===== src/rtl/note_phase_acc_if.sv =====
// note_phase_acc_if: note commands in, per-voice phase words out over valid/ready
interface note_phase_acc_if #(
  parameter int NUM_VOICES = 4,
  parameter int PHASE_W = 15
);
  localparam int VW = $clog2(NUM_VOICES);
  logic i_sample_tick;
  logic i_note_on;
  logic i_note_off;
  logic [VW-1:0] i_voice;
  logic [4:0] i_note;
  logic o_valid;
  logic i_ready;
  logic [PHASE_W-1:0] o_phase;
  logic [VW-1:0] o_voice;
  logic o_active;
  logic o_last;
  logic o_err;
  logic o_overrun;
  modport master (
    input i_sample_tick, i_note_on, i_note_off, i_voice, i_note, i_ready,
    output o_valid, o_phase, o_voice, o_active, o_last, o_err, o_overrun
  );
  modport slave (
    output i_sample_tick, i_note_on, i_note_off, i_voice, i_note, i_ready,
    input o_valid, o_phase, o_voice, o_active, o_last, o_err, o_overrun
  );
endinterface


===== src/rtl/note_phase_acc.sv =====
// note_phase_acc: four-voice time-multiplexed phase accumulator feeding the wavetable reader
module note_phase_acc #(
  parameter int NUM_VOICES = 4,
  parameter int PHASE_W = 15,
  parameter int INC_W = 12
) (
  input logic i_clk,
  input logic i_rst,
  note_phase_acc_if.master bus
);
  localparam int VW = $clog2(NUM_VOICES);
  localparam logic [VW-1:0] LAST_V = VW'(NUM_VOICES - 1);
  localparam logic [INC_W-1:0] INC_TBL [25] = '{
    INC_W'(536), INC_W'(568), INC_W'(601), INC_W'(637), INC_W'(675),
    INC_W'(715), INC_W'(758), INC_W'(803), INC_W'(851), INC_W'(901),
    INC_W'(955), INC_W'(1011), INC_W'(1072), INC_W'(1135), INC_W'(1203),
    INC_W'(1274), INC_W'(1350), INC_W'(1430), INC_W'(1515), INC_W'(1606),
    INC_W'(1701), INC_W'(1802), INC_W'(1909), INC_W'(2023), INC_W'(2143)
  };
  typedef enum logic {IDLE, EMIT} state_t;
  state_t state, state_d;
  logic [PHASE_W-1:0] phase [NUM_VOICES];
  logic [INC_W-1:0] inc [NUM_VOICES];
  logic [NUM_VOICES-1:0] active;
  logic pending, start, hs, fin, load, note_ok;
  logic [VW-1:0] nv;
  always_comb begin
    hs = state == EMIT && bus.o_valid && bus.i_ready;
    fin = hs && bus.o_voice == LAST_V;
    start = state == IDLE && (bus.i_sample_tick || pending);
    load = start || (hs && !fin);
    nv = start ? '0 : bus.o_voice + VW'(1);
    note_ok = bus.i_note_on && bus.i_note <= 5'd24;
    state_d = start ? EMIT : fin ? IDLE : state;
  end
  always_ff @(posedge i_clk) state <= i_rst ? IDLE : state_d;
  always_ff @(posedge i_clk) begin
    pending <= !i_rst && state == EMIT && (bus.i_sample_tick || pending);
    bus.o_overrun <= !i_rst && (bus.o_overrun || (bus.i_sample_tick && pending));
    bus.o_err <= !i_rst && bus.i_note_on && bus.i_note > 5'd24;
  end
  always_ff @(posedge i_clk) begin
    if (i_rst) begin
      bus.o_valid <= 1'b0;
      bus.o_voice <= '0;
      bus.o_phase <= '0;
      bus.o_active <= 1'b0;
      bus.o_last <= 1'b0;
    end else if (load) begin
      bus.o_valid <= 1'b1;
      bus.o_voice <= nv;
      bus.o_phase <= active[nv] ? phase[nv] : '0;
      bus.o_active <= active[nv];
      bus.o_last <= nv == LAST_V;
    end else if (fin) begin
      bus.o_valid <= 1'b0;
    end
  end
  always_ff @(posedge i_clk) begin
    for (int v = 0; v < NUM_VOICES; v++) begin
      if (i_rst) begin
        phase[v] <= '0;
        inc[v] <= '0;
        active[v] <= 1'b0;
      end else if (note_ok && bus.i_voice == VW'(v)) begin
        inc[v] <= INC_TBL[bus.i_note];
        phase[v] <= '0;
        active[v] <= 1'b1;
      end else if (bus.i_note_off && bus.i_voice == VW'(v)) begin
        phase[v] <= '0;
        active[v] <= 1'b0;
      end else if (hs && active[v] && bus.o_voice == VW'(v)) begin
        phase[v] <= phase[v] + PHASE_W'(inc[v]);
      end
    end
  end
endmodule


===== src/flat_wrapper.sv =====
// flat-port wrapper written by rule: the top's interface ports become plain ports
module note_phase_acc_flat 
#(
  parameter int NUM_VOICES = 4,
  parameter int PHASE_W = 15,
  parameter int INC_W = 12
)
  (i_clk, i_rst, bus_i_sample_tick, bus_i_note_on, bus_i_note_off, bus_i_voice, bus_i_note, bus_i_ready, bus_o_valid, bus_o_phase, bus_o_voice, bus_o_active, bus_o_last, bus_o_err, bus_o_overrun);
  note_phase_acc_if #(.NUM_VOICES(NUM_VOICES), .PHASE_W(PHASE_W)) bus_i ();
  input logic i_clk;
  input logic i_rst;
  input wire logic [$bits(bus_i.i_sample_tick)-1:0] bus_i_sample_tick;
  input wire logic [$bits(bus_i.i_note_on)-1:0] bus_i_note_on;
  input wire logic [$bits(bus_i.i_note_off)-1:0] bus_i_note_off;
  input wire logic [$bits(bus_i.i_voice)-1:0] bus_i_voice;
  input wire logic [$bits(bus_i.i_note)-1:0] bus_i_note;
  input wire logic [$bits(bus_i.i_ready)-1:0] bus_i_ready;
  output wire logic [$bits(bus_i.o_valid)-1:0] bus_o_valid;
  output wire logic [$bits(bus_i.o_phase)-1:0] bus_o_phase;
  output wire logic [$bits(bus_i.o_voice)-1:0] bus_o_voice;
  output wire logic [$bits(bus_i.o_active)-1:0] bus_o_active;
  output wire logic [$bits(bus_i.o_last)-1:0] bus_o_last;
  output wire logic [$bits(bus_i.o_err)-1:0] bus_o_err;
  output wire logic [$bits(bus_i.o_overrun)-1:0] bus_o_overrun;
  assign bus_i.i_sample_tick = bus_i_sample_tick;
  assign bus_i.i_note_on = bus_i_note_on;
  assign bus_i.i_note_off = bus_i_note_off;
  assign bus_i.i_voice = bus_i_voice;
  assign bus_i.i_note = bus_i_note;
  assign bus_i.i_ready = bus_i_ready;
  assign bus_o_valid = bus_i.o_valid;
  assign bus_o_phase = bus_i.o_phase;
  assign bus_o_voice = bus_i.o_voice;
  assign bus_o_active = bus_i.o_active;
  assign bus_o_last = bus_i.o_last;
  assign bus_o_err = bus_i.o_err;
  assign bus_o_overrun = bus_i.o_overrun;
  note_phase_acc #(.NUM_VOICES(NUM_VOICES), .PHASE_W(PHASE_W), .INC_W(INC_W)) u_core (.i_clk(i_clk), .i_rst(i_rst), .bus(bus_i));
endmodule

===== config.mk =====
export PLATFORM = sky130hd
export DESIGN_NAME = note_phase_acc_flat
export DESIGN_NICKNAME = d
export VERILOG_FILES = /design/src/rtl/note_phase_acc_if.sv /design/src/rtl/note_phase_acc.sv /design/src/flat_wrapper.sv
export SDC_FILE = /design/constraint.sdc
export NUM_CORES = 1
export LEC_CHECK = 0
export ABC_AREA = 1
export CAP_MARGIN = 20
export CORE_MARGIN = 4
export CORE_UTILIZATION = 54
export CTS_BUF_LIST = sky130_fd_sc_hd__clkbuf_4
export DETAILED_ROUTE_END_ITERATION = 7
export PLACE_DENSITY = 0.73
export RECOVER_POWER = 100
export SLEW_MARGIN = 10
export SYNTH_ARGS = -nofsm -noshare
export SYNTH_HDL_FRONTEND = slang
export SYNTH_SLANG_ARGS = --single-unit

===== constraint.sdc =====
create_clock -name i_clk -period 2.7 [get_ports i_clk]
set_clock_uncertainty 0.05 [all_clocks]
set_input_delay 0.54 -clock i_clk [delete_from_list [all_inputs] [get_ports i_clk]]
set_output_delay 0.54 -clock i_clk [all_outputs]
set_load 0.02 [all_outputs]

==> metrics.txt <==
Mapped Area=8680 um2; most frequent cells in the layout=nand2_1 (249), nor2_1 (195), inv_1 (114), edfxtp_1 (108), a21oi_1 (99); GRT Total Usage=0.257; Post-synth EDFFs=108; antenna viol nets, final=0; max-slew violations=0; TritonRoute pass-1 iters=5; Detailed Place HPWL=17.3 mm; largest net degree at the start of global routing=32; Initial Utilization=0.548; Compound-Gate Fraction of Synth Area=0.109; Worst-path clk slew=0.12 ns; Cells after Synth=1101; fin crit period=2.52 ns; Yosys warning total=0; CTS tree=yes; worst-path maximum fanout=20; number of global-route vias before repair=6945; number of max-cap violations=0; cts hold-fix bufs=0; Yosys reg bits=136; DRC=0; layout cells sized above 1=0.0655; final net count=1239; Setup Buffers After CTS=0; Distinct cells, synth=42; post-cts sizing count=0; Worst slew margin=0.0955; FMAX=397 MHz; Synth Area in Simple Gates=0.286; mux cell area share after synthesis=0; crit share post-route=0.933; WP data required=~2.1 ns; CTS HTree Levels=4; WL per Instance=16.1 um; CP endpoint kind=primary output; ys flop type=edfxtp_1; Net Count, Synth=1177; I/O pins=35; Via density=5.49; core area=approximately 16000 um2; first-pass GRT wire length=36.2 mm; FFs w/ async S/R, synth=0; Least-Margin Pin Slew=1.36 ns; Routed WL=around 22 mm; DIE AREA=around 18000 um2; DR vias=7650; final hold violations=0; arrival time worst endpoint=1.93 ns; Design Power=5.20 mW; post-synthesis sequential area ratio=0.438; area growth from synthesis to final layout=11.1%; WS Path Type=flip-flop to primary output; IO Port Bufs=34; Reg2Reg Depth=11; # clock sinks=136; clock buffer depth=2; CTS buffer count=17; peak supply drop=320 uV; final setup fails=0; status=complete, no violations; site row count=46; Die W=135 um; Root Buffer=clkbuf_4; Setup TNS=0 ns; commonest non-fill, non-tap cell in the layout=nand2_1; GP Congestion=0.892; crit start category=flip-flop; adder-cell share of the synthesized area=0.0943; chip height=between 100 and 150 um; P per Cell Area=about 540 nW/um2; GRT Residual Overflow=0; Synth Area in XOR/XNOR=0.00706; RSZ-0062 raised after global routing=false; latest clock arrival within the worst-skew pair=0.58 ns; Fill cells=1450; Pleak=4.38 nW; hold depth=2; Iteration-0 DRC Markers=813; Mapped Avg Cell Area=7.88 um2; initial antenna violation count=0; Tightest Hold Check Type=flip-flop to flip-flop; largest family of logic cells by synthesized area=simple AND/OR/NAND/NOR gates
==> metal layers <==
metal  routed length, um  global-route usage
met3                1750              0.0406
met1               10300               0.382
met2                9810               0.380
met4                 583              0.0928
met5                   0                   0
==> cell type report <==
| class | instances | area (um2) | area share |
|---|---|---|---|
| sequential | 136 | 3800 | 0.394 |
| clock inverter | 14 | 156 | 0.0162 |
| clock buffer | 18 | 135 | 0.0140 |
| antenna | 2 | 5.00 | 0.000519 |
| tap | 216 | 270 | 0.0280 |
| multi-input combinational | 820 | 4250 | 0.441 |
| timing repair buffer | 69 | 576 | 0.0597 |
| inverter | 119 | 447 | 0.0463 |
==> final timing paths <==
| kind | start | to | slack [ns] |
|---|---|---|---|
| max | u_core.bus.o_voice[0]$_SDFFE_PP0P_ | bus_o_voice[0] | 0.18 |
| min | u_core.bus.o_phase[12]$_SDFFE_PP0P_ | u_core.bus.o_phase[12]$_SDFFE_PP0P_ | 0.42 |
| max reg2reg | u_core.phase[3][0]$_SDFFCE_PN0P_ | u_core.phase[3][14]$_SDFFCE_PN0P_ | 0.33 |
| min reg2reg | u_core.bus.o_phase[12]$_SDFFE_PP0P_ | u_core.bus.o_phase[12]$_SDFFE_PP0P_ | 0.42 |
==> per-stage QoR <==
step	setup slack (ns)	std cells	hold WS, ns	util	area [um2]
2_1_floorplan	0.217	1101	0.401	-	8680
6_report	0.182	1394	0.419	0.609	9640
3_3_place_gp	0.190	1360	0.404	0.599	9480
3_5_place_dp	0.150	1360	0.405	0.599	9480
5_1_grt	0.0814	1392	0.442	0.609	9640
4_1_cts	0.219	1392	0.423	0.617	9770
==> critical path, cell delays in order (launching register included) <==
cell	delay, ns
dfxtp_1	0.36
buf_4	0.25
dlygate4sd3_1	0.75
==> registers in the layout (all words and copies together), names as in the netlist <==
register,flops
u_core.inc,48
u_core.phase,60
u_core.bus.o_valid,1
u_core.bus.o_err,1
u_core.bus.o_overrun,1
u_core.pending,1
u_core.bus.o_last,1
u_core.state,1
u_core.bus.o_voice,2
u_core.bus.o_active,1
u_core.bus.o_phase,15
u_core.active,4
==> report_power, final <==
group	internal [mW]	total (mW)	leakage, nW	switching (mW)
Combinational	0.437	1.28	2.88	0.846
Sequential	2.40	2.49	1.33	0.0955
Clock	0.642	1.43	0.161	0.786
==> kinds of logic after synthesis <==
kind of cell	count (synthesis)
AO/OA/AOI/OAI	169
XOR/XNOR	7
buffers and inverters	145
adder cells (fa/ha/maj)	63
AND/OR/NAND/NOR	581
flip-flops	136
==> cells in the mapped netlist, types with 4 or more instances <==
| cell type | number | area share |
|---|---|---|
| nand2_1 | 249 | 0.11 |
| nor2_1 | 193 | 0.083 |
| inv_1 | 113 | 0.049 |
| edfxtp_1 | 108 | 0.37 |
| a21oi_1 | 98 | 0.057 |
| nand3_1 | 85 | 0.049 |
| ha_1 | 59 | 0.085 |
| o21ai_0 | 38 | 0.022 |
| dfxtp_1 | 28 | 0.065 |
| buf_2 | 13 | 0.0075 |
| nand3b_1 | 13 | 0.011 |
| clkbuf_1 | 10 | 0.0043 |
| nand4_1 | 8 | 0.0058 |
| or2_2 | 8 | 0.0058 |
| a21o_1 | 7 | 0.0061 |
| and2_1 | 7 | 0.0050 |
| o21a_1 | 7 | 0.0061 |
| xor2_1 | 7 | 0.0071 |
| inv_2 | 6 | 0.0026 |
| nand3_2 | 5 | 0.0058 |
| fa_1 | 4 | 0.0092 |
Power figures use the tool's default switching activity.
